--- src/rtl/lamp_switch_debounce_pkg.sv ---
// Shared definitions for the staircase-switch conditioning block:
// channel FSM encodings and clock-derived debounce defaults.
package lamp_switch_debounce_pkg;

    typedef enum logic [1:0] {
        ST0 = 2'd0,
        W1  = 2'd1,
        ST1 = 2'd2,
        W0  = 2'd3
    } db_state_t;

    localparam int unsigned CLK_HZ      = 100_000_000;
    localparam int unsigned DEBOUNCE_MS = 10;

    function automatic int unsigned ms_to_cycles(input int unsigned ms);
        return (CLK_HZ / 1000) * ms;
    endfunction

    localparam int unsigned DEFAULT_DEBOUNCE_CYCLES = ms_to_cycles(DEBOUNCE_MS);

endpackage

--- src/rtl/lamp_switch_debounce_if.sv ---
// Switch-side bundle: raw contacts in, conditioned levels and diagnostic pulses out.
interface lamp_switch_debounce_if #(
    parameter int N_SW = 3
);
    logic [N_SW-1:0] sw_raw;
    logic [N_SW-1:0] sw_stable;
    logic [N_SW-1:0] sw_toggle;
    logic            any_toggle;
    logic [N_SW-1:0] busy;

    modport master (
        output sw_raw,
        input  sw_stable,
        input  sw_toggle,
        input  any_toggle,
        input  busy
    );

    modport slave (
        input  sw_raw,
        output sw_stable,
        output sw_toggle,
        output any_toggle,
        output busy
    );
endinterface

--- src/rtl/lamp_switch_debounce_channel.sv ---
// One switch channel: input synchroniser followed by a hold-count debounce FSM.
module lamp_switch_debounce_channel
    import lamp_switch_debounce_pkg::*;
#(
    parameter int SYNC_STAGES     = 2,
    parameter int DEBOUNCE_CYCLES = 1_000_000,
    parameter int CNT_W           = 20
) (
    input  logic clk,
    input  logic rst,
    input  logic raw,
    output logic stable,
    output logic toggle,
    output logic accept,
    output logic busy
);
    localparam logic [CNT_W-1:0] CNT_TERM = CNT_W'(DEBOUNCE_CYCLES - 1);

    logic [SYNC_STAGES-1:0] sync_reg;
    logic                   s;

    db_state_t        state_reg, state_next;
    logic [CNT_W-1:0] cnt_reg, cnt_next;
    logic             stable_reg, stable_next;
    logic             toggle_reg, toggle_next;

    assign s = sync_reg[SYNC_STAGES-1];

    always_ff @(posedge clk) begin
        if (rst) begin
            sync_reg   <= '0;
            state_reg  <= ST0;
            cnt_reg    <= '0;
            stable_reg <= 1'b0;
            toggle_reg <= 1'b0;
        end else begin
            sync_reg   <= {sync_reg[SYNC_STAGES-2:0], raw};
            state_reg  <= state_next;
            cnt_reg    <= cnt_next;
            stable_reg <= stable_next;
            toggle_reg <= toggle_next;
        end
    end

    // The count restarts on every departure from the stable level, so bounces never accumulate.
    always_comb begin
        state_next  = state_reg;
        cnt_next    = cnt_reg;
        stable_next = stable_reg;
        toggle_next = 1'b0;
        case (state_reg)
            ST0: begin
                if (s) begin
                    state_next = W1;
                    cnt_next   = '0;
                end
            end
            W1: begin
                if (!s) begin
                    state_next = ST0;
                end else if (cnt_reg == CNT_TERM) begin
                    state_next  = ST1;
                    stable_next = 1'b1;
                    toggle_next = 1'b1;
                end else begin
                    cnt_next = cnt_reg + 1'b1;
                end
            end
            ST1: begin
                if (!s) begin
                    state_next = W0;
                    cnt_next   = '0;
                end
            end
            W0: begin
                if (s) begin
                    state_next = ST1;
                end else if (cnt_reg == CNT_TERM) begin
                    state_next  = ST0;
                    stable_next = 1'b0;
                    toggle_next = 1'b1;
                end else begin
                    cnt_next = cnt_reg + 1'b1;
                end
            end
            default: state_next = ST0;
        endcase
    end

    assign stable = stable_reg;
    assign toggle = toggle_reg;
    assign accept = toggle_next;
    assign busy   = (state_reg == W1) || (state_reg == W0);

endmodule

--- src/rtl/lamp_switch_debounce.sv ---
// Conditions the staircase switches feeding S1..S3 of the lamp stage; one
// debounce channel per switch plus a combined change pulse.
module lamp_switch_debounce
    import lamp_switch_debounce_pkg::*;
#(
    parameter int N_SW            = 3,
    parameter int SYNC_STAGES     = 2,
    parameter int DEBOUNCE_CYCLES = int'(DEFAULT_DEBOUNCE_CYCLES),
    parameter int CNT_W           = 20
) (
    input  logic                   clk,
    input  logic                   rst,
    lamp_switch_debounce_if.slave  sw_if
);
    logic [N_SW-1:0] stable_w;
    logic [N_SW-1:0] toggle_w;
    logic [N_SW-1:0] accept_w;
    logic [N_SW-1:0] busy_w;
    logic            any_toggle_reg;

    for (genvar gi = 0; gi < N_SW; gi++) begin : g_ch
        lamp_switch_debounce_channel #(
            .SYNC_STAGES     (SYNC_STAGES),
            .DEBOUNCE_CYCLES (DEBOUNCE_CYCLES),
            .CNT_W           (CNT_W)
        ) u_ch (
            .clk    (clk),
            .rst    (rst),
            .raw    (sw_if.sw_raw[gi]),
            .stable (stable_w[gi]),
            .toggle (toggle_w[gi]),
            .accept (accept_w[gi]),
            .busy   (busy_w[gi])
        );
    end

    // Registered from the channels' next-toggle terms so it lines up with sw_toggle.
    always_ff @(posedge clk) begin
        if (rst) begin
            any_toggle_reg <= 1'b0;
        end else begin
            any_toggle_reg <= |accept_w;
        end
    end

    assign sw_if.sw_stable  = stable_w;
    assign sw_if.sw_toggle  = toggle_w;
    assign sw_if.busy       = busy_w;
    assign sw_if.any_toggle = any_toggle_reg;

endmodule

--- src/flat_wrapper.sv ---
// flat-port wrapper written by rule: the top's interface ports become plain ports
module lamp_switch_debounce_flat import lamp_switch_debounce_pkg::*;
#(
    parameter int N_SW            = 3,
    parameter int SYNC_STAGES     = 2,
    parameter int DEBOUNCE_CYCLES = int'(DEFAULT_DEBOUNCE_CYCLES),
    parameter int CNT_W           = 20
)
  (clk, rst, sw_if_sw_raw, sw_if_sw_stable, sw_if_sw_toggle, sw_if_any_toggle, sw_if_busy);
  lamp_switch_debounce_if #(.N_SW(N_SW)) sw_if_i ();
  input  logic clk;
  input  logic rst;
  input wire logic [$bits(sw_if_i.sw_raw)-1:0] sw_if_sw_raw;
  output wire logic [$bits(sw_if_i.sw_stable)-1:0] sw_if_sw_stable;
  output wire logic [$bits(sw_if_i.sw_toggle)-1:0] sw_if_sw_toggle;
  output wire logic [$bits(sw_if_i.any_toggle)-1:0] sw_if_any_toggle;
  output wire logic [$bits(sw_if_i.busy)-1:0] sw_if_busy;
  assign sw_if_i.sw_raw = sw_if_sw_raw;
  assign sw_if_sw_stable = sw_if_i.sw_stable;
  assign sw_if_sw_toggle = sw_if_i.sw_toggle;
  assign sw_if_any_toggle = sw_if_i.any_toggle;
  assign sw_if_busy = sw_if_i.busy;
  lamp_switch_debounce #(.N_SW(N_SW), .SYNC_STAGES(SYNC_STAGES), .DEBOUNCE_CYCLES(DEBOUNCE_CYCLES), .CNT_W(CNT_W)) u_core (.clk(clk), .rst(rst), .sw_if(sw_if_i));
endmodule
--- config.mk ---
export PLATFORM = sky130hd
export DESIGN_NAME = lamp_switch_debounce_flat
export DESIGN_NICKNAME = d
export VERILOG_FILES = /design/src/rtl/lamp_switch_debounce_pkg.sv /design/src/rtl/lamp_switch_debounce_if.sv /design/src/rtl/lamp_switch_debounce_channel.sv /design/src/rtl/lamp_switch_debounce.sv /design/src/flat_wrapper.sv
export SDC_FILE = /design/constraint.sdc
export NUM_CORES = 1
export LEC_CHECK = 0
export BUFFER_PORTS_ARGS = -buffer_cell sky130_fd_sc_hd__clkbuf_2
export CAP_MARGIN = 20
export CORE_MARGIN = 4
export CORE_UTILIZATION = 46
export CTS_CLUSTER_DIAMETER = 60
export DETAILED_ROUTE_END_ITERATION = 16
export SLEW_MARGIN = 40
export SYNTH_ARGS = -nofsm -noshare
export SYNTH_HDL_FRONTEND = slang
export SYNTH_HIERARCHICAL = 1
export SYNTH_SLANG_ARGS = --single-unit
--- constraint.sdc ---
create_clock -name clk -period 2.43 [get_ports clk]
set_input_delay 0.486 -clock clk [delete_from_list [all_inputs] [get_ports clk]]
set_output_delay 0.486 -clock clk [all_outputs]
set_load 0.005 [all_outputs]
* Yosys cells after proc, flatten, opt, wreduce, memory -nomap -nowiden
Cells that the tools add are included.
** Storage, ports and cells
- Register bits :: 79
- Latch bits :: 0
- RAM bits :: 0
- Memory bits (read-only) :: 0
- Bits of input ports :: 5
- Output and inout port bits :: 10
- Word-level logic and storage cells :: 140
- Memories kept :: 0
** Operators by class
- Add/subtract/negate cells :: 3
- Multiply operators :: 0
- Div/mod/pow operators :: 0
- $lt $le $gt $ge :: 0
- Eq/ne operators :: 36
- Shift operators :: 0
- Mux-type cells :: 66
- Bitwise logic cells :: 0
- Reduce and logical (&&, ||, !) cells :: 19
** Operators by type and width (number)
- $mux 20 :: 15
- $pmux 20 s4 :: 3
- $add 20x1->20 const B :: 3
- $eq 20x20->1 const B :: 3
- $mux 2 :: 18
- $ne 2x2->1 const B :: 18
- $pmux 2 s4 :: 3
- $reduce_and 4->1 :: 6
- $mux 1 :: 21
- $ne 3x3->1 const B :: 6
- $reduce_and 5->1 :: 3
- $eq 2x2->1 const B :: 6
- $pmux 1 s2 :: 6
- $eq 2x1->1 const B :: 3
- $logic_not 2->1 :: 3
- $reduce_bool 2->1 :: 3
- $logic_or 1x1->1 :: 3
- $reduce_or 3->1 :: 1

* Longest topological paths before layout
- Word-level depth :: 5
- Gate-level depth with buffers :: 8
- Mapped depth without buffers :: 7

* Hierarchy
The synthesis kept the hierarchy.
** Modules (own cells, without submodules)
- lamp_switch_debounce_channel :: instances 3, cells each 162, area each 1348.8 sq um, sequential area each 520.5 sq um
- lamp_switch_debounce :: instances 1, cells each 3, area each 28.8 sq um, sequential area each 20.0 sq um

* Worst setup path before layout
No wires, ideal clock.
- Kind :: register -> register
- Start point :: register u_core.g_ch[0].u_ch.cnt_reg[0]
- End point :: register u_core.g_ch[0].u_ch.cnt_reg[18]
- Setup time :: 0.116 ns
- Data arrival time :: 1.597 ns
- Required time :: 2.314 ns
- Slack :: 0.717 ns
- Stages on the path, launching flop included :: 7
- Path buffers :: 0
- Period minus slack after synthesis :: 1.713 ns
- Cell sequence :: dfxtp_1 > ha_1 > nand3_1 > nor4_2 > and3_1 > a311oi_1 > a41o_1
** On the way
- Cells in the longest elaborated chain, start to end :: 4
- Elaborated cells between the ends (all ways) :: 6
- Those cells by class :: 1 x add/sub; 1 x eq/ne; 4 x mux
** RTL lines
- start, declared :: line lamp_switch_debounce_channel.sv:23 : logic [CNT_W-1:0] cnt_reg, cnt_next;
- start signal, assigned :: line lamp_switch_debounce_channel.sv:39 : cnt_reg <= cnt_next;
- $add 20x1->20 or $eq 20x20->1 (tied branches)
- $mux 20 * :: line lamp_switch_debounce_channel.sv:61, lamp_switch_debounce_channel.sv:78
- $mux 20 (on tied branches) :: line lamp_switch_debounce_channel.sv:76, lamp_switch_debounce_channel.sv:59
- $pmux 20 s4 * :: line lamp_switch_debounce_channel.sv:51 : case (state_reg)
Mark *: on every way between the ends. The rest lies on a longest branch, timed or not. The select of a mux whose other input is x is not followed.
A chain may end at the register's enable or synchronous reset.

* Worst setup path after layout
- Start point :: register u_core.g_ch[2].u_ch.cnt_reg[0]
- End point :: register u_core.g_ch[2].u_ch.cnt_reg[19]
** On the way
- Cells in the longest elaborated chain, start to end :: 4
- Elaborated cells between the ends (all ways) :: 6
- Those cells by class :: 1 x add/sub; 1 x eq/ne; 4 x mux
** RTL lines (line)
- start, declared :: lamp_switch_debounce_channel.sv:23
- start signal, assigned :: lamp_switch_debounce_channel.sv:39
- $add 20x1->20 or $eq 20x20->1 (tied branches)
- $mux 20 * :: lamp_switch_debounce_channel.sv:61, lamp_switch_debounce_channel.sv:78
- $mux 20 (on tied branches) :: lamp_switch_debounce_channel.sv:76, lamp_switch_debounce_channel.sv:59
- $pmux 20 s4 * :: lamp_switch_debounce_channel.sv:51
Marked as above.

==> results <==
- The detailed placement HPWL is 6.42 mm.
- The first global-routing pass estimated 15.6 mm of wire.
- In the final design database the tool counted 515 nets.
- The final-report setup violation count is 0.
- After synthesis, the cell types taking the most area are dfxtp_1 (39%), nor2_1 (4.8%), a21oi_1 (4.4%).
- Static timing analysis puts the maximum clock frequency at 502 MHz.
- After clock tree synthesis, the setup repair step added 0 buffers.
- STA puts the critical path data arrival time at 2.26 ns.
- The non-filler instance count after layout is 620.
- The core outline area is 0.00868 sq mm.
- The area enclosed by the die boundary is 0.0104 sq mm.
- The proportion of total power due to net switching is 0.213.
- The number of detailed-route iterations in the first pass is 5.
- Of the total power, combinational logic draws 0.045.
- The flip-flop count of the largest register, all copies and words added is 60.
- The count of cell types in the netlist is 48.
- The worst setup path is of the reg -> reg kind.
- The repair_antennas step left the layout with diodes totalling 0.
- Across every metal layer, demand over resource in global routing totals 0.183.
- Between clock sinks in the finished design, the worst skew comes to 0.0127 ns.
- The final-report hold violation count is 0.
- The run finished with clean final reports.
- The slew at the pin with the worst max-slew slack is 0.614 ns.
- Clock-pin slew was measured on the worst setup and hold paths at 0.09 ns.
- The total congestion overflow after global routing is 0.
- The commonest cells after synthesis are dfxtp_1 (79), nor2_1 (52), a21oi_1 (36), nand2_1 (36), o21ai_0 (24).
- The type of element capturing the critical path is a register.
- The post-detailed-route via-to-cell ratio is 5.81.
- The number of nets with antenna violations after detailed routing is 0.
- The number of hold buffers added after CTS was 0.
- The post-synthesis instance area is 0.00408 sq mm.
- The path class of the tightest hold or removal check is in -> reg.
- In this run the tightest slew margin relative to its limit is 0.591.
- Measured along the y axis, the die boundary spans 102 um.
- The register share of total power is 0.485.
- The routed design could run at a clock period as short as 1.99 ns.
- The share of synthesized area in the top cell type comes to 0.388.
- The clock power share is 0.471.
- Of all nets on the critical path, the largest fanout is 10.
- After detailed placement, the total cell area comes to 0.00430 sq mm.
- Yosys printed 6 warnings.
- The synthesized netlist cell count is 489.
- The total length of routed wires is 9.13 mm.
- CTS built an H-tree with a depth of 3.
- The number of slew-limit violations in the final report is 0.
- The floorplan step set the die width to 102 um.
- The total instance count after detailed placement is 604.
- The fraction of registers with async set or reset after synthesis is 0.
- After floorplanning, the core was divided into 34 placement rows.
- The most area-hungry cell type in the Yosys netlist is dfxtp_1.
- The clock latency on the worst-skew pair is 0.34 ns.
- The post-route fraction of the period consumed by the critical path is 0.819.
- The total of buffers placed on input and output ports is 14.
- The leading register cell type out of synthesis is dfxtp_1.
- The total clock buffers created by CTS is 9.
- The remaining design rule violation count is 0.
- With fillers left out, the area of the finished cells amounts to 0.00457 sq mm.
- The reported max-cap violation count is 0.
- Of the synthesized area, sequential elements account for 0.388.
- The maximum count of clock buffers along a single path is 2.
- STA classifies the critical path startpoint as a register.
- Each instance of the synthesized netlist takes up on average 8.33 sq um.
- In the final routed layout, each cell accounts on average for 14.7 um.
- Of the cells placed in the final design, the portion with a size suffix greater than 1 is 0.156.
- Among all cell types in the netlist, the one instantiated most often is dfxtp_1.
- The number of gates given a new drive strength after cts is 0.
- The count of state elements after synthesis is 79.
- The largest net degree at the start of global routing is 29.
- In this run the power density over the cells is 596 mW/mm^2.
- The worst-case vdd ir drop is 286 uV.
- The via count of the first global-routing pass came to 3339.
- The number of design-rule violations left by the first detailed-router iteration is 204.
- The count of flip-flops with a built-in enable after synthesis is 0.
- Compared with the post-synthesis result, the final layout area differs by 12.2%.
- Summed over all cells, the static leakage comes to 1.58 nW.
- The CTS tree is built.
- The number of antenna violations at the first check in global routing is 0.
- The total net switching power is 0.000580 W.
- For the final routed database, the setup TNS stands at 0 ns.
- The initial core utilization is 0.470.
- The number of clock sinks is 79.
- The number of vias after detailed routing is 3602.
- Setup repair after global routing left no endpoint under its margin.
- The congestion estimate from routability-driven global placement came to 0.815.
- The required time at the worst-slack endpoint is 2.70 ns.
- Cell internal power was estimated by the tool at 0.00215 W.
- For this design the top-level I/O count stands at 15.
- The root buffer cell is clkbuf_8.
- The number of nets in the synthesized netlist is 497.
## final timing paths
kind                                                 startpoint                         endpoint  slack (ns)  depth (start not counted)
worst max register to register   u_core/g_ch[2].u_ch/cnt_reg[0]  u_core/g_ch[2].u_ch/cnt_reg[19]        0.44                          7
worst min-delay path                            sw_if_sw_raw[1]  u_core/g_ch[1].u_ch/sync_reg[0]        0.35                          2
worst max-delay path             u_core/g_ch[2].u_ch/cnt_reg[0]  u_core/g_ch[2].u_ch/cnt_reg[19]        0.44                          7
worst min register to register  u_core/g_ch[1].u_ch/sync_reg[0]  u_core/g_ch[1].u_ch/sync_reg[1]        0.45                          1
## routing by layer
layer | vias to the layer above | share of wire | wire length [um] | GRT usage
li1 | 1861 | - | - | -
met5 | - | 0 | 0 | 0
met1 | 1682 | 0.49 | 4510 | 0.248
met3 | 10 | 0.029 | 265 | 0.0273
met2 | 49 | 0.47 | 4250 | 0.299
met4 | 0 | 0.011 | 104 | 0.0636
## stage by stage
step / hold slack, ns / worst slack, ns / total power (W) / utilization
floorplan: 0.414 / 0.717 / 0.00143 / -
global placement: 0.419 / 0.534 / 0.00147 / 0.496
detailed placement: 0.436 / 0.463 / 0.00147 / 0.496
CTS: 0.337 / 0.441 / 0.00277 / 0.527
global route: 0.357 / 0.299 / 0.00283 / 0.527
finish: 0.352 / 0.439 / 0.00273 / 0.527
## kinds of logic (layout without fill, tap and decap cells)
| family | Yosys count | in the layout | synth area share |
|---|---|---|---|
| AOI/OAI and AO/OA | 117 | 117 | 0.179 |
| xor gates and xnor gates | 12 | 12 | 0.0368 |
| adders and majority gates | 3 | 3 | 0.00921 |
| buffers and inverters | 36 | 59 | 0.0368 |
| DFF | 79 | 79 | 0.388 |
| muxes | 6 | 6 | 0.0157 |
| and+or+nand+nor | 236 | 236 | 0.335 |
## layout make-up
type	instances	area (sq um)
multi-input cells	374	2340
inverters	15	56.3
well taps	108	135
fillers	830	4110
flip-flops and latches	79	1580
clock buffers	9	124
repair buffers	28	188
clock inverters	7	145
## placed cells by master, fill, tap and decap left out, types with 4 or more instances in the layout
| master | n |
|---|---|
| o21ai_0 | 24 |
| nand3b_1 | 9 |
| buf_4 | 13 |
| or4_1 | 12 |
| or3_1 | 9 |
| nand4_2 | 6 |
| and3_1 | 6 |
| nor4_1 | 9 |
| clkbuf_2 | 14 |
| a21oi_1 | 36 |
| bufinv_16 | 4 |
| clkbuf_8 | 9 |
| nor3_1 | 19 |
| a21o_1 | 6 |
| nor3b_1 | 6 |
| a31oi_1 | 15 |
| a22oi_1 | 12 |
| inv_1 | 12 |
| or2_2 | 6 |
| nand3_1 | 21 |
| nor2b_1 | 6 |
| nand2_1 | 36 |
| nor2_1 | 52 |
| nand4_1 | 15 |
| dfxtp_1 | 79 |
## worst max-delay path, cell delays in order, from the launching register on
cell and delay, ns:
dfxtp_1 0.36, ha_1 0.25, and3_1 0.26, nand4_2 0.13, o21ai_1 0.10, buf_4 0.19, or4_1 0.47, a31oi_1 0.16
## power by group through the flow
stage          registers (W)  clock network [W]  logic [W]
3_3_place_gp         0.00135                  0   0.000122
3_5_place_dp         0.00135                  0   0.000122
2_1_floorplan        0.00135                  0  0.0000755
4_1_cts              0.00132            0.00133   0.000122
6_report             0.00132            0.00128   0.000122
5_1_grt              0.00132            0.00137   0.000135
Note: power is estimated with default switching activity, not from simulation.
